===== src/rtl/ltssm_detect_ctrl.sv =====
// LTSSM Detect-phase sequencer: Quiet -> Active (Detect_req / Detect_status handshake) -> Done or retry.
// Optional retry limit (FAIL state, sticky detect_fail) is enabled by defining DETECT_RETRY_LIMIT_EN.
module ltssm_detect_ctrl #(
  parameter logic [23:0] QUIET_CYCLES  = 24'd3000000,
  parameter logic [15:0] ACTIVE_CYCLES = 16'd2500,
  parameter logic [3:0]  MAX_RETRIES   = 4'd8
) (
  input  logic       pclk,
  input  logic       reset,
  input  logic       start,
  input  logic       RxElecIdle,
  input  logic       Detect_status,
  output logic       ElecIdle_req,
  output logic       Detect_req,
  output logic       detect_done,
  output logic       detect_fail,
  output logic [2:0] det_state,
  output logic [3:0] retry_cnt
);

  typedef enum logic [2:0] {
    IDLE        = 3'd0,
    QUIET       = 3'd1,
    ACTIVE_REQ  = 3'd2,
    ACTIVE_WAIT = 3'd3,
    DONE        = 3'd4,
    FAIL        = 3'd5
  } state_t;

`ifdef DETECT_RETRY_LIMIT_EN
  localparam bit LIMIT_EN = 1'b1;
`else
  localparam bit LIMIT_EN = 1'b0;
`endif

  state_t      state_q, state_d;
  logic [23:0] quiet_cnt_q, quiet_cnt_d;
  logic [15:0] active_cnt_q, active_cnt_d;
  logic [3:0]  retry_cnt_q, retry_cnt_d;
  logic        detect_fail_q, detect_fail_d;
  logic        elec_idle_q, elec_idle_d;
  logic        detect_req_q, detect_req_d;
  logic        detect_done_q, detect_done_d;
  logic [4:0]  retry_inc;
  logic        retry_last;

  assign retry_inc  = {1'b0, retry_cnt_q} + 5'd1;
  assign retry_last = (retry_inc == {1'b0, MAX_RETRIES});

  always_comb begin
    state_d       = state_q;
    quiet_cnt_d   = quiet_cnt_q;
    active_cnt_d  = active_cnt_q;
    retry_cnt_d   = retry_cnt_q;
    detect_fail_d = detect_fail_q;

    if (!start) begin
      // Abandon whatever is in flight; only the failure flag survives.
      state_d      = IDLE;
      quiet_cnt_d  = '0;
      active_cnt_d = '0;
      retry_cnt_d  = '0;
    end else begin
      case (state_q)
        IDLE: begin
          state_d       = QUIET;
          quiet_cnt_d   = '0;
          retry_cnt_d   = '0;
          detect_fail_d = 1'b0;
        end
        QUIET: begin
          quiet_cnt_d = quiet_cnt_q + 24'd1;
          if ((quiet_cnt_q == QUIET_CYCLES - 24'd1) || !RxElecIdle) begin
            state_d = ACTIVE_REQ;
          end
        end
        ACTIVE_REQ: begin
          state_d      = ACTIVE_WAIT;
          active_cnt_d = '0;
        end
        ACTIVE_WAIT: begin
          active_cnt_d = active_cnt_q + 16'd1;
          if (Detect_status) begin
            state_d = DONE;
          end else if (active_cnt_q == ACTIVE_CYCLES - 16'd1) begin
            retry_cnt_d = (retry_cnt_q == 4'hF) ? 4'hF : retry_cnt_q + 4'd1;
            if (LIMIT_EN && retry_last) begin
              state_d       = FAIL;
              detect_fail_d = 1'b1;
            end else begin
              state_d     = QUIET;
              quiet_cnt_d = '0;
            end
          end
        end
        DONE, FAIL: state_d = state_q;
        default:    state_d = IDLE;
      endcase
    end

    // Detect_req tracks the state it belongs to; DONE outputs lag entry by one cycle.
    detect_req_d  = (state_d == ACTIVE_REQ);
    detect_done_d = start && (state_q == DONE);
    elec_idle_d   = !(start && (state_q == DONE));
  end

  always_ff @(posedge pclk or posedge reset) begin
    if (reset) begin
      state_q       <= IDLE;
      quiet_cnt_q   <= '0;
      active_cnt_q  <= '0;
      retry_cnt_q   <= '0;
      detect_fail_q <= 1'b0;
      elec_idle_q   <= 1'b1;
      detect_req_q  <= 1'b0;
      detect_done_q <= 1'b0;
    end else begin
      state_q       <= state_d;
      quiet_cnt_q   <= quiet_cnt_d;
      active_cnt_q  <= active_cnt_d;
      retry_cnt_q   <= retry_cnt_d;
      detect_fail_q <= detect_fail_d;
      elec_idle_q   <= elec_idle_d;
      detect_req_q  <= detect_req_d;
      detect_done_q <= detect_done_d;
    end
  end

  assign ElecIdle_req = elec_idle_q;
  assign Detect_req   = detect_req_q;
  assign detect_done  = detect_done_q;
  assign detect_fail  = detect_fail_q;
  assign det_state    = state_q;
  assign retry_cnt    = retry_cnt_q;

endmodule


===== config.mk =====
export PLATFORM = sky130hd
export DESIGN_NAME = ltssm_detect_ctrl
export DESIGN_NICKNAME = d
export VERILOG_FILES = /design/src/rtl/ltssm_detect_ctrl.sv
export SDC_FILE = /design/constraint.sdc
export NUM_CORES = 1
export LEC_CHECK = 0
export ABC_CLOCK_PERIOD_IN_PS = 4200
export BUFFER_PORTS_ARGS = -buffer_cell sky130_fd_sc_hd__buf_2
export CELL_PAD_IN_SITES_DETAIL_PLACEMENT = 1
export CELL_PAD_IN_SITES_GLOBAL_PLACEMENT = 1
export CORE_AREA = 2 2 86 71
export CTS_BUF_LIST = sky130_fd_sc_hd__clkbuf_8
export CTS_CLUSTER_SIZE = 14
export DETAILED_ROUTE_END_ITERATION = 10
export DIE_AREA = 0 0 88 73
export PLACE_DENSITY_LB_ADDON = 0.1
export SYNTH_ARGS = -nofsm -noshare
export SYNTH_HDL_FRONTEND = slang
export SYNTH_SLANG_ARGS = --single-unit

===== constraint.sdc =====
create_clock -name pclk -period 4.2 [get_ports pclk]
set_input_delay 0.21 -clock pclk [delete_from_list [all_inputs] [get_ports pclk]]
set_output_delay 0.21 -clock pclk [all_outputs]
set_load 0.05 [all_outputs]

# Word level (Yosys, flattened, before mapping)
# Cells that the tools add are included.
dict set report totals {
  register_bits 50
  in_bits 5
  out_inout_bits 11
  word_cells 48
}
dict set report op_classes {
  add_sub_neg 3
  eq_ne 14
  mux 16
  n_reduce_logical 8
}
# cell count
set op_table {}
lappend op_table {{two-way mux 24 bit} 3}
lappend op_table {{one-hot mux 24 bit (3 select lines)} 1}
lappend op_table {{one-hot mux 16 bit (2 select lines)} 1}
lappend op_table {{adder 24 x 1 -> 24 bit (second input constant)} 1}
lappend op_table {{equality test 24 x 22 -> 1 bit (second input constant)} 1}
lappend op_table {{adder 16 x 1 -> 16 bit (second input constant)} 1}
lappend op_table {{equality test 16 x 12 -> 1 bit (second input constant)} 1}
lappend op_table {{two-way mux 16 bit} 1}
lappend op_table {{two-way mux 4 bit} 4}
lappend op_table {{one-hot mux 3 bit (5 select lines)} 1}
lappend op_table {{two-way mux 3 bit} 4}
lappend op_table {{equality test 3 x 2 -> 1 bit (second input constant)} 3}
lappend op_table {{one-hot mux 4 bit (2 select lines)} 1}
lappend op_table {{equality test 3 bit (second input constant)} 2}
lappend op_table {{inequality test 3 x 1 -> 1 bit (second input constant)} 2}
lappend op_table {{inequality test 3 bit (second input constant)} 2}
lappend op_table {{AND reduction 3 bit} 2}
lappend op_table {{adder 4 x 1 -> 4 bit (second input constant)} 1}
lappend op_table {{equality test 4 bit (second input constant)} 1}
lappend op_table {{inequality test 4 x 1 -> 1 bit (second input constant)} 1}
lappend op_table {{equality test 3 x 1 -> 1 bit (second input constant)} 1}
lappend op_table {{zero test 3 bit} 1}
lappend op_table {{zero test 1 bit} 2}
lappend op_table {{OR reduction 2 bit} 1}
lappend op_table {{other kinds (2)} 2}

# Depth between registers and ports, before layout
# Gate-level depths: netlist of the first run.
dict set report logic_depth {
  ltp_word 6
  mapped_depth 8
  mapped_depth_nobuf 6
}

# Worst setup path before layout of the first run
# No wires, ideal clock.
dict set report synth_path {
  kind {reg-to-reg}
  from {reg state_q[2] (netlist: det_state[2])}
  to {reg quiet_cnt_q[22]}
  setup_ns 0.110
  arrival_time_ns 2.156
  required_time_ns 4.090
  path_slack_ns 1.934
  path_stages_with_launch 9
  path_buffers 3
  period_less_slack_ns 2.266
  path_cell_list {dfrtp_1 > clkbuf_1 > nor2b_1 > nand3_1 > clkbuf_1 > o21ai_0 > clkbuf_1 > o311ai_0 > o41ai_1}
}
dict set report synth_between {
  elab_chain_cells 3
  word_cells_on_any_way 9
  cone_classes {eq/ne (5); mux (2); reduce/logical (2)}
}
# item line_no
set synth_rtl {}
lappend synth_rtl {{start, declared} 36} ;# state_t state_q, state_d;
lappend synth_rtl {{start signal, assigned} 118} ;# state_q <= state_d;
lappend synth_rtl {{equality test 3 x 2 -> 1 bit (tied with other cells)} 64} ;# case (state_q)
lappend synth_rtl {{inequality test 4 x 1 -> 1 bit (no line) (tied with other cells)} --}
lappend synth_rtl {{AND reduction 3 bit (no line) or two-way mux 24 bit (tied branches)} --}
lappend synth_rtl {{end signal, assigned} 119} ;# quiet_cnt_q <= quiet_cnt_d;
lappend synth_rtl {{end, declared} 37} ;# logic [23:0] quiet_cnt_q, quiet_cnt_d;
# Several ways; a longest one is shown, not always the timed one.
# A chain may end at the register's enable or synchronous reset.

# Final worst setup path of the first run
dict set report layout_path {
  from {reg state_q[2] (netlist: det_state[2])}
  to {reg quiet_cnt_q[14]}
}
# Same word-level chain as after synthesis.

==> results.md, run 1 <==
- Status: completed
- Final TNS setup: 0 ns
- Slew margin rel.: 12.9%
- Worst-path clk slew: 0.10 ns
- Nets: 335
- Cell variety after synth: 49
- Final cell count without fillers: 409
- RSZ-0062 raised after global routing: false
- GR Layer Usage met2: 38.7%
- Leading area contributor after synthesis: dfrtp_1
- Routed vias: 2536
- Sequential share of power: 52.4%
- Setup ws final: 1.41 ns
- Buffers on Ports: 14
- Share of the synthesized area in the top cell type: 43.5%
- Final min period: 2.79 ns
- Synthesized net count: 329
- Hold-fix buffers, CTS: 0
- TritonCTS Sinks: 50
- Initial DRC count: 162
- Ys Warns: 0
- CTS resizes: 0
- GRT Total Usage: 25.6%
- Synth top area cells: dfrtp_1 (43%), o21ai_0 (8.3%), nand2_1 (5.2%)
- CP Class: flop to flop
- Synth Area in Adders: 1.33%
- Multi-input combinational cell area: 1480 µm²
- Routed Antenna Nets: 0
- Final WL: 7.60 mm
- Post-route cell area: 3050 µm²
- First-pass GRT wire length: 12.7 mm
- Number of synthesized flops with an enable pin: 0
- Num CTS Buffers: 5
- Maximum VDD drop: 0.000184 V
- Setup repair bufs after CTS: 0
- DP HPWL: 5.26 mm
- Worst Max-Slew Pin Slew: 1.29 ns
- Crit end category: flop
- Register area: 1250 µm²
- Die H: 73 µm
- Ports: 16
- Cells after synthesis: 321
- Max-cap violations: 0
- Dpl cells: 401
- LEAKAGE: 1.24 nW
- CP Launch Point: det_state[2]$_DFF_PP0_
- CP cell instances: nor2b_1 -> nand3_1 -> buf_4 -> o21ai_0 -> o311ai_0 -> o31ai_1
- Data arrival, critical path: 3.01 ns
- Area grow syn2layout: 8.25%
- Crit-path max FO: 29
- Largest family of logic cells by synthesized area: simple AND/OR/NAND/NOR gates
- Commonest non-fill, non-tap cell in the layout: dfrtp_1
- CTS Root Cell: clkbuf_8
- Switching Fraction: 27.5%
- Setup Skew: 0.0132 ns
- Synthesized area per cell: 8.79 µm²
- Final Max Tran Viols: 0
- Register area share after synthesis: 44.4%
- Setup Slack @ Placement: 1.44 ns
- Fmax achieved: 359 MHz
- Mux share of post-synthesis cell area: 0%
- Initial core utilization: 49.8%
- Residual DRC: 0
- Clock power share: 36.2%
- Post-synthesis compound-gate area fraction: 22.1%
- Largest net degree at the start of global routing: 51
- FF+latch count, synth: 50
- H-tree depth: 2
- GR peak layer: met2
- Most frequent cells in the layout: dfrtp_1 (49), o21ai_0 (47), nand2_1 (39)
- Drt wl/cell: 18.6 µm
- Synth Area in Simple Gates: 27.5%
- XOR/XNOR share of the synthesized area: 1.24%
- Cell area after synthesis: 2820 µm²
- M1 GR Usage: 38.1%
- GP Congestion: 0.854
- Via density: 6.20
- Async SR Flop Fraction: 100%
- Pint: 688 µW
- CTS max path bufs: 2
- Critical Path RT: 4.42 ns
- # diodes: 0
- Die Wd: 88 µm
- Row cnt: 25
- Initial antenna violation count: 0
- Pre-Repair DR Iteration Count: 4
- Crit start category: flop
- Gr ovfl total: 0
- CTS tree: yes
- Top_reg_cell synth: dfrtp_1
- Post-layout util: 53.9%
- Cell area power density: 311 nW/µm²
- Final setup viols: 0
- Combinational fraction of design power: 11.3%
- Slowest CP cell: o21ai_0
- Hold slack: 0.162 ns
- Area after DPL: 2950 µm²
- Core Region: 5660 µm²
- CP max stage delay: 1.03 ns
- Switching power total: 262 µW
- Clock latency at the later pin of the worst-skew pair: 0.31 ns
- Reg-to-reg critical path startpoint: det_state[2]$_DFF_PP0_
- Fill count: 670
- Proportion of layout cells with a drive suffix above 1: 10.4%
- M3 GR Usage: 4.07%
- Final Cycle Share: 66.3%
- Hold Crit Class: input pin to asynchronous set/reset pin
- Count of final hold-check violations: 0
- Die area: 6420 µm²
- Tot Pwr: 950 µW
- Vias in the first global route: 2523
[flip-flops by register name, summed over array words and instances, names as in the netlist]
| register | flops |
|---|---|
| Detect_req | 1 |
| ElecIdle_req | 1 |
| active_cnt_q | 16 |
| det_state | 3 |
| detect_done | 1 |
| quiet_cnt_q | 24 |
| retry_cnt | 4 |
[Yosys cell counts (all sizes together) (2+ instances only)]
| master | count |
|---|---|
| a21oi | 12 |
| a22o | 2 |
| a31oi | 8 |
| and2 | 7 |
| and3 | 4 |
| and4 | 3 |
| buf | 5 |
| clkbuf | 14 |
| dfrtp | 49 |
| ha | 3 |
| inv | 4 |
| nand2 | 39 |
| nand2b | 5 |
| nand3 | 21 |
| nand4 | 12 |
| nand4b | 2 |
| nor2 | 10 |
| nor2b | 5 |
| nor3 | 2 |
| nor3b | 3 |
| nor4 | 8 |
| o211ai | 3 |
| o21a | 3 |
| o21ai | 47 |
| o311ai | 4 |
| o31ai | 13 |
| o41ai | 3 |
| or3 | 7 |
| or4 | 3 |
| or4b | 2 |
| xor2 | 4 |
[cells by family (layout without fill, tap and decap cells)]
group,count (synthesis),in the layout
AOI/OAI and AO/OA,102,102
xor gates and xnor gates,4,4
other,1,1
adders and majority gates,3,3
DFF,50,50
and+or+nand+nor,138,138
buffers and inverters,23,30
[critical path, delay by kind of cell, from the launching register on]
kind | cells | cell delay (ns)
AOI/OAI and AO/OA | 3 | 1.53
buffers and inverters | 1 | 0.25
DFF | 1 | 0.48
and+or+nand+nor | 2 | 0.44
[worst paths after layout]
path	end	slack, ns	cells after the start
setup / recovery	quiet_cnt_q[14]$_DFFE_PP0P_	1.41	6
hold / removal	retry_cnt[1]$_DFFE_PP0P_	0.16	2
setup reg to reg	quiet_cnt_q[14]$_DFFE_PP0P_	1.41	6
hold reg to reg	quiet_cnt_q[5]$_DFFE_PP0P_	0.51	1
max in group asynchronous	active_cnt_q[9]$_DFFE_PP0P_	3.37	2
min in group pclk	det_state[2]$_DFF_PP0_	0.23	3
[area by class of cell]
class	count	share of cell area [%]
Multi-Input combinational cell	248	48.3
Sequential cell	50	41.0
Tap cell	81	3.32
Timing Repair Buffer	18	3.28
Clock buffer	5	2.25
Clock inverter	3	1.31
Inverter	4	0.492
[power groups by stage]
stage / Clock [mW] / Sequential (mW) / Combinational (mW)
after global routing: 0.370 / 0.500 / 0.119
after CTS: 0.350 / 0.498 / 0.108
final: 0.344 / 0.498 / 0.108
after detailed placement: 0 / 0.507 / 0.107
after global placement: 0 / 0.507 / 0.106
after floorplan: 0 / 0.514 / 0.0697
[metal layers]
| metal | wire length [µm] | vias to the layer above | part of all wire [%] |
|---|---|---|---|
| met5 | 0 | - | 0 |
| li1 | - | 1215 | - |
| met1 | 3870 | 1267 | 51 |
| met3 | 261 | 13 | 3.4 |
| met4 | 129 | 0 | 1.7 |
| met2 | 3340 | 41 | 44 |
(Power assumes the default switching activity.)
==> inputs of run 2 (changes only) <==
- ABC_CLOCK_PERIOD_IN_PS: 4200 -> 2500
- CORE_AREA: 2 2 86 71 -> 2 2 93 77
- DIE_AREA: 0 0 88 73 -> 0 0 95 79
- clock period: 4.2 -> 2.5 ns (I/O delays scaled with it)
==> run 2 against run 1 <==
Against the previous run:
- clock skew about the same
- final cell count increased by 5.1%
- critical endpoint is now quiet_cnt_q[20]$_DFFE_PP0P_
- sequential power increased by 68%
==> results.md, run 2 (synthesis results as in run 1) <==
- Clock power share: 40.6% (+4.4 points)
- CTS Root Cell: clkbuf_8
- Final setup viols: 0 (unchanged)
- Final min period: 2.35 ns (-0.434 ns)
- Commonest non-fill, non-tap cell in the layout: dfrtp_1
- Nets: 350 (+4.5%)
- DP HPWL: 5.61 mm (+6.5%)
- Sequential share of power: 48.1% (-4.3 points)
- Setup Skew: 0.0129 ns (-0.000348 ns)
- Die Wd: 95 µm (+8.0%)
- Reg-to-reg critical path startpoint: active_cnt_q[4]$_DFFE_PP0P_
- TritonCTS Sinks: 50 (unchanged)
- Max-cap violations: 0 (unchanged)
- Die H: 79 µm (+8.2%)
- LEAKAGE: 1.34 nW (+7.7%)
- GRT Total Usage: 22.9% (-2.7 points)
- Hold Crit Class: input pin to flop
- Crit end category: flop
- Flop2flop setup slack: 0.15 ns (-1.27 ns)
- H-tree depth: 2 (unchanged)
- Max FFs per register: 24 (unchanged)
- Pint: 1.30 mW (+89%)
- Fmax achieved: 425 MHz (+18%)
- Most flops, register: quiet_cnt_q
- Crit start category: flop
- Worst Max-Slew Pin Slew: 0.795 ns (-0.497 ns)
- Routed vias: 2563 (+1.1%)
- Most frequent cells in the layout: dfrtp_1 (49), o21ai_0 (47), nand2_1 (39)
- Switching power total: 441 µW (+68%)
- First-pass GRT wire length: 13.5 mm (+6.6%)
- GP Congestion: 0.767 (-10%)
- Post-layout util: 48.4% (-5.5 points)
- CP Class: flop to flop
- Reg-to-Reg End: quiet_cnt_q[20]$_DFFE_PP0P_
- Critical Path RT: 2.73 ns (-1.69 ns)
- Residual DRC: 0 (unchanged)
- CTS max path bufs: 2 (unchanged)
- RSZ-0062 raised after global routing: false
- Pre-Repair DR Iteration Count: 4 (unchanged)
- Cell area power density: 541 nW/µm² (+74%)
- Final TNS setup: 0 ns (unchanged)
- Gr ovfl total: 0 (unchanged)
- Tot Pwr: 1.74 mW (+84%)
- Drt wl/cell: 18.2 µm (-2.3%)
- Switching Fraction: 25.3% (-2.3 points)
- Crit-path max FO: 23 (-21%)
- Final WL: 7.81 mm (+2.8%)
- Initial core utilization: 42.4% (-7.4 points)
- Setup repair bufs after CTS: 0 (unchanged)
- Worst Hold Path EP: det_state[2]$_DFF_PP0_
- Row cnt: 27 (+8.0%)
- CTS tree: yes
- Fill count: 799 (+19%)
- Count of final hold-check violations: 0 (unchanged)
- Ports: 16 (unchanged)
- Num CTS Buffers: 5 (unchanged)
- Worst-path clk slew: 0.09 ns (about the same)
- Initial antenna violation count: 0 (unchanged)
- Via density: 5.96 (-3.9%)
- CP cell instances: or4b_4 -> nor4_4 -> nor2_2 -> or4_1 -> a21oi_1
- Area after DPL: 3070 µm² (+4.2%)
- Maximum VDD drop: 0.000312 V (+70%)
- Initial DRC count: 133 (-18%)
- Routed Antenna Nets: 0 (unchanged)
- Clock latency at the later pin of the worst-skew pair: 0.31 ns (about the same)
- Data arrival, critical path: 2.58 ns (-0.43 ns)
- Die area: 7510 µm² (+17%)
- Combinational fraction of design power: 11.3% (about the same)
- Status: completed
- Proportion of layout cells with a drive suffix above 1: 14.0% (+3.6 points)
- Post-route cell area: 3220 µm² (+5.5%)
- Worst Min Path Start: start
- Largest net degree at the start of global routing: 24 (-53%)
- Slowest CP cell: or4b_4
- Worst hold path stage count: 2
- Vias in the first global route: 2675 (+6.0%)
- Buffers on Ports: 14 (unchanged)
- Slew margin rel.: 47.0% (+34 points)
- # diodes: 0 (unchanged)
- FF-to-FF path depth: 5 (-1)
- CP max stage delay: 0.57 ns (-0.46 ns)
- Final Cycle Share: 94.0% (+28 points)
- Hold slack: 0.157 ns (-0.00532 ns)
- Area grow syn2layout: 14.2%
- Final Max Tran Viols: 0 (unchanged)
- Core Region: 6660 µm² (+18%)
-- run 2: cell count changes in the layout (fill, tap and decap cells not counted), sizes merged --
cell / before / now
clkbuf: 5 / 6
buf: 18 / 32
bufinv: 1 / 2
clkinv: 2 / 0
dlygate4sd3: 0 / 1
-- run 2: what timing repair did --
item,4_1_cts,5_1_grt
resized for setup,0,0
hold buffers,1,0
setup endpoints to repair,0,0
hold endpoints to repair,16,0
-- run 2: power by group through the flow --
| stage | sequential (mW) | clock (mW) | combinational (mW) |
|---|---|---|---|
| 2_1_floorplan | 0.864 | 0 | 0.117 |
| 3_3_place_gp | 0.853 | 0 | 0.192 |
| 3_5_place_dp | 0.855 | 0 | 0.196 |
| 4_1_cts | 0.839 | 0.726 | 0.199 |
| 5_1_grt | 0.842 | 0.756 | 0.220 |
| 6_report | 0.839 | 0.709 | 0.197 |
-- run 2: worst max-delay path by stage --
| stage | slack [ns] | start | end |
|---|---|---|---|
| 2_1_floorplan | 0.23 | det_state[2]$_DFF_PP0_ | quiet_cnt_q[22]$_DFFE_PP0P_ |
| 3_3_place_gp | 0.21 | quiet_cnt_q[0]$_DFFE_PP0P_ | det_state[0]$_DFF_PP0_ |
| 3_5_place_dp | 0.19 | active_cnt_q[4]$_DFFE_PP0P_ | quiet_cnt_q[20]$_DFFE_PP0P_ |
| 4_1_cts | 0.16 | quiet_cnt_q[0]$_DFFE_PP0P_ | det_state[0]$_DFF_PP0_ |
| 5_1_grt | 0.04 | active_cnt_q[4]$_DFFE_PP0P_ | quiet_cnt_q[20]$_DFFE_PP0P_ |
| 6_report | 0.15 | active_cnt_q[4]$_DFFE_PP0P_ | quiet_cnt_q[20]$_DFFE_PP0P_ |
-- run 2: per-stage QoR --
step / setup WS, ns / std cells
floorplan: 0.234 / 321
global placement: 0.209 / 421
detailed placement: 0.191 / 421
CTS: 0.161 / 430
global route: 0.0378 / 430
finish: 0.149 / 430
-- run 2: layout make-up --
class | count | area [µm²] | share of cell area [%]
Tap cell | 87 | 109 | 3.38
Inverter | 4 | 15.0 | 0.466
Sequential cell | 50 | 1250 | 38.9
Multi-Input combinational cell | 248 | 1480 | 45.8
Timing Repair Buffer | 33 | 228 | 7.07
Clock buffer | 6 | 82.6 | 2.56
Clock inverter | 2 | 60.1 | 1.86
-- run 2: layer usage --
metal  GRT usage [%]  up-vias  wire length (µm)
li1                -     1248                 -
met1            33.7     1280              4050
met2            35.5       33              3530
met3            3.89        2               191
met4            4.93        0                30
met5               0        -                 0
-- run 2: worst max-delay path, delay by kind of cell (launching register included) --
kind	cells	cell delay [ns]
DFF	1	0.42
and+or+nand+nor	4	1.70
AOI/OAI and AO/OA	1	0.16
==> inputs of run 3 (changes only) <==
- BUFFER_PORTS_ARGS: -buffer_cell sky130_fd_sc_hd__buf_2 -> not set
- CORE_AREA: 2 2 93 77 -> 2 2 91 76
- DIE_AREA: 0 0 95 79 -> 0 0 93 78
- DONT_BUFFER_PORTS: not set -> 1
- PLACE_DENSITY: not set -> 0.77
- PLACE_DENSITY_LB_ADDON: 0.1 -> not set
==> run 3 against run 2 <==
Against the previous run:
- die area decreased by 3.3%
- worst hold slack got worse by 0.055 ns
- highest routed layer unchanged
- fmax rose by 3.6%
- register-to-register slack improved by 0.08 ns
==> results.md, run 3 (synthesis results as in run 1) <==
- CTS Root Cell: clkbuf_8
- Count of final hold-check violations: 0 (unchanged)
- GP Congestion: 0.849 (+11%)
- CTS resizes: 0 (unchanged)
- Buffers on Ports: 0 (-14)
- Nets: 341 (-2.6%)
- TritonCTS Sinks: 50 (unchanged)
- Critical Path RT: 2.74 ns (about the same)
- Drt wl/cell: 18.4 µm (+1.2%)
- Final setup viols: 0 (unchanged)
- Ports: 16 (unchanged)
- Switching power total: 443 µW (+0.44%)
- CP Class: flop to flop
- Row cnt: 26 (-3.7%)
- Pint: 1.10 mW (-16%)
- Maximum VDD drop: 0.000243 V (-22%)
- First-pass GRT wire length: 13.3 mm (-1.5%)
- Core Region: 6250 µm² (-6.1%)
- Hold Crit Class: input pin to flop
- Most frequent cells in the layout: dfrtp_1 (49), o21ai_0 (47), nand2_1 (39)
- Vias in the first global route: 2574 (-3.8%)
- Slowest CP cell: or4b_4
- Final TNS setup: 0 ns (unchanged)
- Setup repair bufs after CTS: 0 (unchanged)
- Max FFs per register: 24 (unchanged)
- Post-route cell area: 3130 µm² (-3.0%)
- Largest delay share family, worst path: simple AND/OR/NAND/NOR gates
- Final WL: 7.68 mm (-1.7%)
- LEAKAGE: 1.27 nW (-4.8%)
- Clock latency at the later pin of the worst-skew pair: 0.31 ns (about the same)
- Setup Skew: 0.00795 ns (-0.00493 ns)
- Status: completed
- Worst path bufs/invs: 0 (unchanged)
- Area after DPL: 3010 µm² (-2.1%)
- Worst Max-Slew Pin Slew: 0.703 ns (-0.0914 ns)
- GRT Total Usage: 23.3% (+0.35 points)
- Crit end category: flop
- CP max stage delay: 0.57 ns (about the same)
- Num CTS Buffers: 5 (unchanged)
- Fmax achieved: 441 MHz (+3.6%)
- DP HPWL: 5.52 mm (-1.5%)
- Commonest non-fill, non-tap cell in the layout: dfrtp_1
- Data arrival, critical path: 2.51 ns (-0.07 ns)
- Sequential share of power: 54.3% (+6.2 points)
- Largest net degree at the start of global routing: 29 (+21%)
- Initial DRC count: 135 (+1.5%)
- Die Wd: 93 µm (-2.1%)
- Tot Pwr: 1.54 mW (-12%)
- Final Max Tran Viols: 0 (unchanged)
- Worst-path clk slew: 0.10 ns (about the same)
- Combinational fraction of design power: 12.7% (+1.4 points)
- # diodes: 0 (unchanged)
- CP cell instances: or4b_4 -> nor4_4 -> nor2_2 -> or4_1 -> a21oi_1
- Slew margin rel.: 52.6% (+5.7 points)
- Final min period: 2.27 ns (-0.0825 ns)
- Crit start category: flop
- Max-cap violations: 0 (unchanged)
- CTS tree: yes
- Area grow syn2layout: 10.9%
- Initial antenna violation count: 0 (unchanged)
- Routed Antenna Nets: 0 (unchanged)
- Via density: 6.23 (+4.5%)
- H-tree depth: 2 (unchanged)
- Die area: 7250 µm² (-3.3%)
- Pre-Repair DR Iteration Count: 4 (unchanged)
- Initial core utilization: 45.2% (+2.8 points)
- CTS max path bufs: 2 (unchanged)
- Residual DRC: 0 (unchanged)
- Most flops, register: quiet_cnt_q
- Crit-path max FO: 18 (-22%)
- Gr ovfl total: 0 (unchanged)
- Hold slack: 0.102 ns (-0.0547 ns)
- Switching Fraction: 28.8% (+3.5 points)
- Routed vias: 2604 (+1.6%)
- Clock power share: 33.0% (-7.6 points)
- Final Cycle Share: 90.7% (-3.3 points)
- Cell area power density: 492 nW/µm² (-9.1%)
- RSZ-0062 raised after global routing: false
- Die H: 78 µm (-1.3%)
- Proportion of layout cells with a drive suffix above 1: 10.8% (-3.2 points)
run 3: changes by cell type in the layout (fill, tap and decap cells not counted), sizes merged:
cell / before / now
clkinv: 0 / 1
inv: 4 / 5
dlygate4sd3: 1 / 3
bufinv: 2 / 0
buf: 32 / 21
run 3: area by class of cell:
type	instances	area (µm²)
Sequential cell	50	1250
Timing Repair Buffer	24	188
Fill cell	750	3120
Clock inverter	2	8.76
Inverter	4	15.0
Tap cell	84	105
Clock buffer	6	82.6
Multi-Input combinational cell	248	1480
run 3: power by group through the flow:
| stage | logic, mW | clock network (mW) | registers [mW] |
|---|---|---|---|
| floorplan | 0.117 | 0 | 0.864 |
| global placement | 0.186 | 0 | 0.851 |
| detailed placement | 0.191 | 0 | 0.852 |
| CTS | 0.195 | 0.514 | 0.836 |
| global route | 0.219 | 0.547 | 0.838 |
| finish | 0.195 | 0.507 | 0.836 |
run 3: stage by stage:
stage / utilization (%) / std cells / setup slack, ns
after floorplan: - / 321 / 0.234
after global placement: 48.1 / 407 / 0.270
after detailed placement: 48.1 / 407 / 0.226
after CTS: 50.1 / 418 / 0.211
after global routing: 50.1 / 418 / 0.0942
final: 50.1 / 418 / 0.232
run 3: worst paths after layout:
kind                                             start                            to  slack, ns  depth (start not counted)
max                        active_cnt_q[4]$_DFFE_PP0P_   quiet_cnt_q[20]$_DFFE_PP0P_       0.23                          5
min                                      Detect_status        det_state[0]$_DFF_PP0_       0.10                          2
max reg2reg                active_cnt_q[4]$_DFFE_PP0P_   quiet_cnt_q[20]$_DFFE_PP0P_       0.23                          5
min reg2reg                quiet_cnt_q[15]$_DFFE_PP0P_   quiet_cnt_q[15]$_DFFE_PP0P_       0.50                          1
max in group asynchronous                        reset        ElecIdle_req$_DFF_PP1_       1.64                          3
min in group asynchronous                        reset  active_cnt_q[14]$_DFFE_PP0P_       0.19                          2
run 3: repair_timing:
| action | in CTS | in global routing |
|---|---|---|
| endpoints found under the hold margin | 29 | 0 |
| hold buffers | 3 | 0 |
| endpoints found under the setup margin | 0 | 0 |
run 3: per-layer routing:
metal	part of all wire, %	global-route usage (%)	vias to the layer above	wire, µm
met5	0	0	-	0
met2	45	34.9	56	3440
li1	-	-	1231	-
met1	51	35.1	1312	3880
met4	0.79	5.29	0	61
met3	3.9	3.88	5	302
